<file path="src/rtl/multicycle_control.sv">
// Multicycle MIPS control FSM: FETCH/DECODE/EXEC/MEM/WB sequencing, trap on bad opcodes, retire count.
// lw 5, sw/R/addi 4, beq/j 3 cycles; every mem_ready=0 cycle in FETCH/MEMRD/MEMWR adds one.
module multicycle_control #(
  parameter int CNT_W = 32
) (
  input  logic             clk,
  input  logic             reset,
  input  logic [5:0]       opcode,
  input  logic             zero,
  input  logic             mem_ready,
  output logic             pcwrite,
  output logic             pcwritecond,
  output logic             iord,
  output logic             memread,
  output logic             memwrite,
  output logic             irwrite,
  output logic             memtoreg,
  output logic             regdst,
  output logic             regwrite,
  output logic             alusrca,
  output logic [1:0]       alusrcb,
  output logic [1:0]       aluop,
  output logic [1:0]       pcsource,
  output logic             illegal,
  output logic [3:0]       state,
  output logic [CNT_W-1:0] retired
);

  typedef enum logic [3:0] {
    S_FETCH  = 4'd0,  S_DECODE = 4'd1,  S_MEMADR = 4'd2,  S_MEMRD  = 4'd3,
    S_MEMWB  = 4'd4,  S_MEMWR  = 4'd5,  S_EXEC   = 4'd6,  S_ALUWB  = 4'd7,
    S_BRANCH = 4'd8,  S_JUMP   = 4'd9,  S_ADDIEX = 4'd10, S_ADDIWB = 4'd11,
    S_TRAP   = 4'd12
  } state_t;

  localparam logic [5:0] OP_R    = 6'b000000;
  localparam logic [5:0] OP_LW   = 6'b100011;
  localparam logic [5:0] OP_SW   = 6'b101011;
  localparam logic [5:0] OP_BEQ  = 6'b000100;
  localparam logic [5:0] OP_J    = 6'b000010;
  localparam logic [5:0] OP_ADDI = 6'b001000;

  state_t state_q, state_d;

  // zero only qualifies pcwritecond inside the datapath; the FSM never branches on it
  logic unused_zero;
  assign unused_zero = zero;

  always_ff @(posedge clk or posedge reset) begin
    if (reset) state_q <= S_FETCH;
    else       state_q <= state_d;
  end

  always_comb begin
    state_d = state_q;
    case (state_q)
      S_FETCH:  if (mem_ready) state_d = S_DECODE;
      S_DECODE: begin
        case (opcode)
          OP_LW, OP_SW: state_d = S_MEMADR;
          OP_R:         state_d = S_EXEC;
          OP_BEQ:       state_d = S_BRANCH;
          OP_J:         state_d = S_JUMP;
          OP_ADDI:      state_d = S_ADDIEX;
          default:      state_d = S_TRAP;
        endcase
      end
      S_MEMADR: state_d = (opcode == OP_LW) ? S_MEMRD : S_MEMWR;
      S_MEMRD:  if (mem_ready) state_d = S_MEMWB;
      S_MEMWR:  if (mem_ready) state_d = S_FETCH;
      S_EXEC:   state_d = S_ALUWB;
      S_ADDIEX: state_d = S_ADDIWB;
      S_MEMWB, S_ALUWB, S_ADDIWB, S_BRANCH, S_JUMP: state_d = S_FETCH;
      S_TRAP:   state_d = S_TRAP;
      default:  state_d = S_FETCH;
    endcase
  end

  // Reset masks every strobe combinationally so an in-flight access drops at once
  always_comb begin
    pcwrite     = 1'b0;
    pcwritecond = 1'b0;
    iord        = 1'b0;
    memread     = 1'b0;
    memwrite    = 1'b0;
    irwrite     = 1'b0;
    memtoreg    = 1'b0;
    regdst      = 1'b0;
    regwrite    = 1'b0;
    alusrca     = 1'b0;
    alusrcb     = 2'b00;
    aluop       = 2'b00;
    pcsource    = 2'b00;
    illegal     = 1'b0;
    if (!reset) begin
      case (state_q)
        S_FETCH: begin
          memread = 1'b1;
          alusrcb = 2'b01;
          irwrite = mem_ready;
          pcwrite = mem_ready;
        end
        S_DECODE: alusrcb = 2'b11;
        S_MEMADR, S_ADDIEX: begin
          alusrca = 1'b1;
          alusrcb = 2'b10;
        end
        S_MEMRD: begin
          memread = 1'b1;
          iord    = 1'b1;
        end
        S_MEMWR: begin
          memwrite = 1'b1;
          iord     = 1'b1;
        end
        S_MEMWB: begin
          regwrite = 1'b1;
          memtoreg = 1'b1;
        end
        S_EXEC: begin
          alusrca = 1'b1;
          aluop   = 2'b10;
        end
        S_ALUWB: begin
          regwrite = 1'b1;
          regdst   = 1'b1;
        end
        S_ADDIWB: regwrite = 1'b1;
        S_BRANCH: begin
          alusrca     = 1'b1;
          aluop       = 2'b01;
          pcsource    = 2'b01;
          pcwritecond = 1'b1;
        end
        S_JUMP: begin
          pcwrite  = 1'b1;
          pcsource = 2'b10;
        end
        S_TRAP:  illegal = 1'b1;
        default: ;
      endcase
    end
  end

  // An instruction retires on the edge that returns the FSM to FETCH
  always_ff @(posedge clk or posedge reset) begin
    if (reset)
      retired <= '0;
    else if (state_d == S_FETCH && state_q != S_FETCH)
      retired <= retired + CNT_W'(1);
  end

  assign state = state_q;

endmodule

</file>
<file path="config.mk">
export PLATFORM = sky130hd
export DESIGN_NAME = multicycle_control
export DESIGN_NICKNAME = d
export VERILOG_FILES = /design/src/rtl/multicycle_control.sv
export SDC_FILE = /design/constraint.sdc
export NUM_CORES = 1
export LEC_CHECK = 0
export CORE_AREA = 2 2 80 63
export CTS_CLUSTER_SIZE = 30
export DETAILED_ROUTE_END_ITERATION = 8
export DIE_AREA = 0 0 82 65
export PLACE_DENSITY = 0.87
export SETUP_SLACK_MARGIN = 0.02
export SYNTH_ARGS = -nofsm -noshare
export SYNTH_HDL_FRONTEND = slang
export SYNTH_SLANG_ARGS = --single-unit
</file>
<file path="constraint.sdc">
create_clock -name clk -period 4.2 [get_ports clk]
set_input_delay 0.84 -clock clk [delete_from_list [all_inputs] [get_ports clk]]
set_output_delay 0.84 -clock clk [all_outputs]
set_load 0.03 [all_outputs]
</file>
==> run summary <==
Status = completed
Final ANT Viol Nets = 0
CTS resizes = 0
Power Density = 478 nW/um^2
Gp weighted congestion = 0.819
Share of cells above drive strength 1 = 9.56%
Sequential fraction of the synthesis area = 39.3%
Slew Viols, Final = 0
Top cells by area, synth = dfrtp_1 (39%), xnor2_1 (13%), nand4_2 (6.6%), nand3_1 (5.0%), and3_1 (4.9%)
Initial DRC Count = 126
N_diodes = 0
Max-capacitance violation count = 0
Vias in the first global route = 1857
Port Buf Inserts = 61
Core Footprint = 4620 um^2
Slew HR = 58.1%
Syn Nets = 251
Setup CP Type = input port to output port
Setup_tns = 0 ns
Total track usage = 21.4%
Worst-Skew Late Latency = 0.28 ns
Initial core utilization = 49.6%
Simple-gate share of the synthesized area = 35.0%
Area Growth Syn to Fin = 29.5%
Largest family of logic cells by synthesized area = simple AND/OR/NAND/NOR gates
Crit path max-delay cell type = clkdlybuf4s50_1
Via count = 2035
Critical path required time = 3.36 ns
DPL Wire Length = 3720 um
CTS Buf Count = 5
Post-CTS setup buffer count = 0
Final wirelength = 5310 um
Post-synthesis compound-gate area fraction = 6.22%
Via density = 5.76
Worst Setup End Kind = output port
Die H = 65 um
Syn_area_per_cell = 9.55 um^2
Ports = 63
Most frequent cell after synthesis = dfrtp_1
CTS root buf = clkbuf_8
CP arrival = 2.69 ns
Netlist cell types = 46
Slew @ Worst Pin = 0.629 ns
Ys async rst share = 100%
CTS clk-pin slew, worst paths = 0.07 ns
Die X = 82 um
Bufs on Longest Clock Path = 2
Full die area = 5330 um^2
Post-Synth Adder-Cell Area = 0.546%
#FFs+latches synth = 36
Most used DFF post-synth = dfrtp_1
Post-synth top area share = 39.3%
Worst R2R End = retired[1]$_DFFE_PP0P_
Initial antenna violation count = 0
XOR/XNOR Fraction of Synth Area = 13.0%
Worst r2r path cells = 6
R2R Setup Slk = 1.43 ns
Row count = 22
Most frequent CP cell = clkdlybuf4s50_1
Fmax = 284 MHz
Yosys warning total = 0
Final core occ = 64.2%
Post-route cell area = 2970 um^2
Gr ovfl total = 0
Area of the mapped netlist = 2290 um^2
Crit Path Max Fanout = 9
Tmin final = 3.53 ns
CTS tree = done
Worst Min Path Start = retired[25]$_DFFE_PP0P_
H-tree depth = 2
CTS Sinks = 36
Drt drc = 0
Final Skew = 0.00950 ns
NumNets Final = 304
Post-synth EDFFs = 0
Top cells by count, synth = dfrtp_1 (36), xnor2_1 (33), nand3_1 (23)
Final Cycle Share = 84.0%
Post-synth top area cell = dfrtp_1
Synthesized instance count = 240
Final setup viols = 0
Lkg Pwr = 1.32 nW
RSZ-0062 raised after global routing = no
RR Startpoint = state[1]$_DFF_PP0_
CTS Hold Bufs = 0
Largest net degree at the start of global routing = 37
Fin. Hold Viols = 0
Wire per inst = 15.0 um
Critical path launch point type = input port
Worst vdd ir = 0.392 mV
WHS Path Cells = 1
Max incr delay on CP = 0.65 ns
Global-route wire length before repair = 8850 um
Hold crit path type = flip-flop to flip-flop
DRT Pass-1 Iters = 4
Area after DPL = 2890 um^2
Cells along the critical path = clkdlybuf4s50_1 > nor2_1 > and3_1 > or2_2 > clkdlybuf4s50_1
Mux cell area share after synthesis = 0.491%
Worst hold endpoint = retired[25]$_DFFE_PP0P_
worst max-delay path, delay by kind of cell:
family        cells  cell delay [ns]
simple gates      3             0.61
buf+inv           2             1.24
kinds of logic after synthesis:
family	Yosys count
compound gates	20
xor+xnor	34
fa+ha+maj	1
buf+inv	22
flops	36
mux	1
simple gates	126
sequential cells by signal, indices dropped and copies added, names as in the netlist:
signal / count
retired: 32
state: 4
stage by stage:
step                worst slack [ns]  instances  hold WS (ns)  power, mW
global placement               0.710        346         0.481       1.19
CTS                            0.677        353         0.497       1.43
floorplan                      0.750        240         0.653       1.02
finish                         0.674        353         0.496       1.42
global route                   0.598        353         0.517       1.50
detailed placement             0.675        346         0.486       1.19
cell usage in the layout, fill, tap and decap left out, types with 2 or more instances in the layout:
master           Yosys  routed
a2111oi_0            2       2
a21oi_1              4       4
and2_1               5       5
and3_1              18      18
and4_1               7       7
buf_4                1       2
clkbuf_8             0       5
clkdlybuf4s50_1      0      61
dfrtp_1             36      36
inv_1                5       5
nand2_1             11      11
nand2b_1             2       2
nand3_1             23      23
nand4_2             12      12
nor2_1              18      17
nor2b_1              4       4
nor3_1              10      10
nor4_1               3       3
nor4b_1              3       3
o21ai_0              3       3
or2_2                2       2
xnor2_1             33      33
layer usage:
layer	share of wire, %	vias up	global-route usage, %	wire [um]
li1	-	962	-	-
met1	45	991	30.5	2400
met2	47	75	32.7	2510
met3	6.3	7	4.46	334
met4	1.2	0	5.83	65
met5	0	-	0	0
power by group:
| group | total, mW | internal (mW) | switching [mW] |
|---|---|---|---|
| registers | 0.489 | 0.388 | 0.101 |
| logic | 0.701 | 0.270 | 0.432 |
| clock network | 0.229 | 0.113 | 0.116 |
| total | 1.42 | 0.771 | 0.649 |
how the worst max path moves through the flow:
stage / cells after the start / from / to
3_5_place_dp: 5 / reset / pcwrite
4_1_cts: 5 / reset / pcwrite
6_report: 5 / reset / pcwrite
5_1_grt: 5 / reset / pcwrite
2_1_floorplan: 4 / state[3]$_DFF_PP0_ / alusrca
3_3_place_gp: 5 / reset / pcwrite
cell type report:
cell class              count  area, um^2
clock buffers               6        72.6
flip-flops and latches     36         901
fillers                   392        1660
clock inverters             1        5.00
multi-input cells         182        1270
well taps                  60        75.1
repair buffers             63         626
inverters                   5        18.8
(Power assumes the default switching activity.)
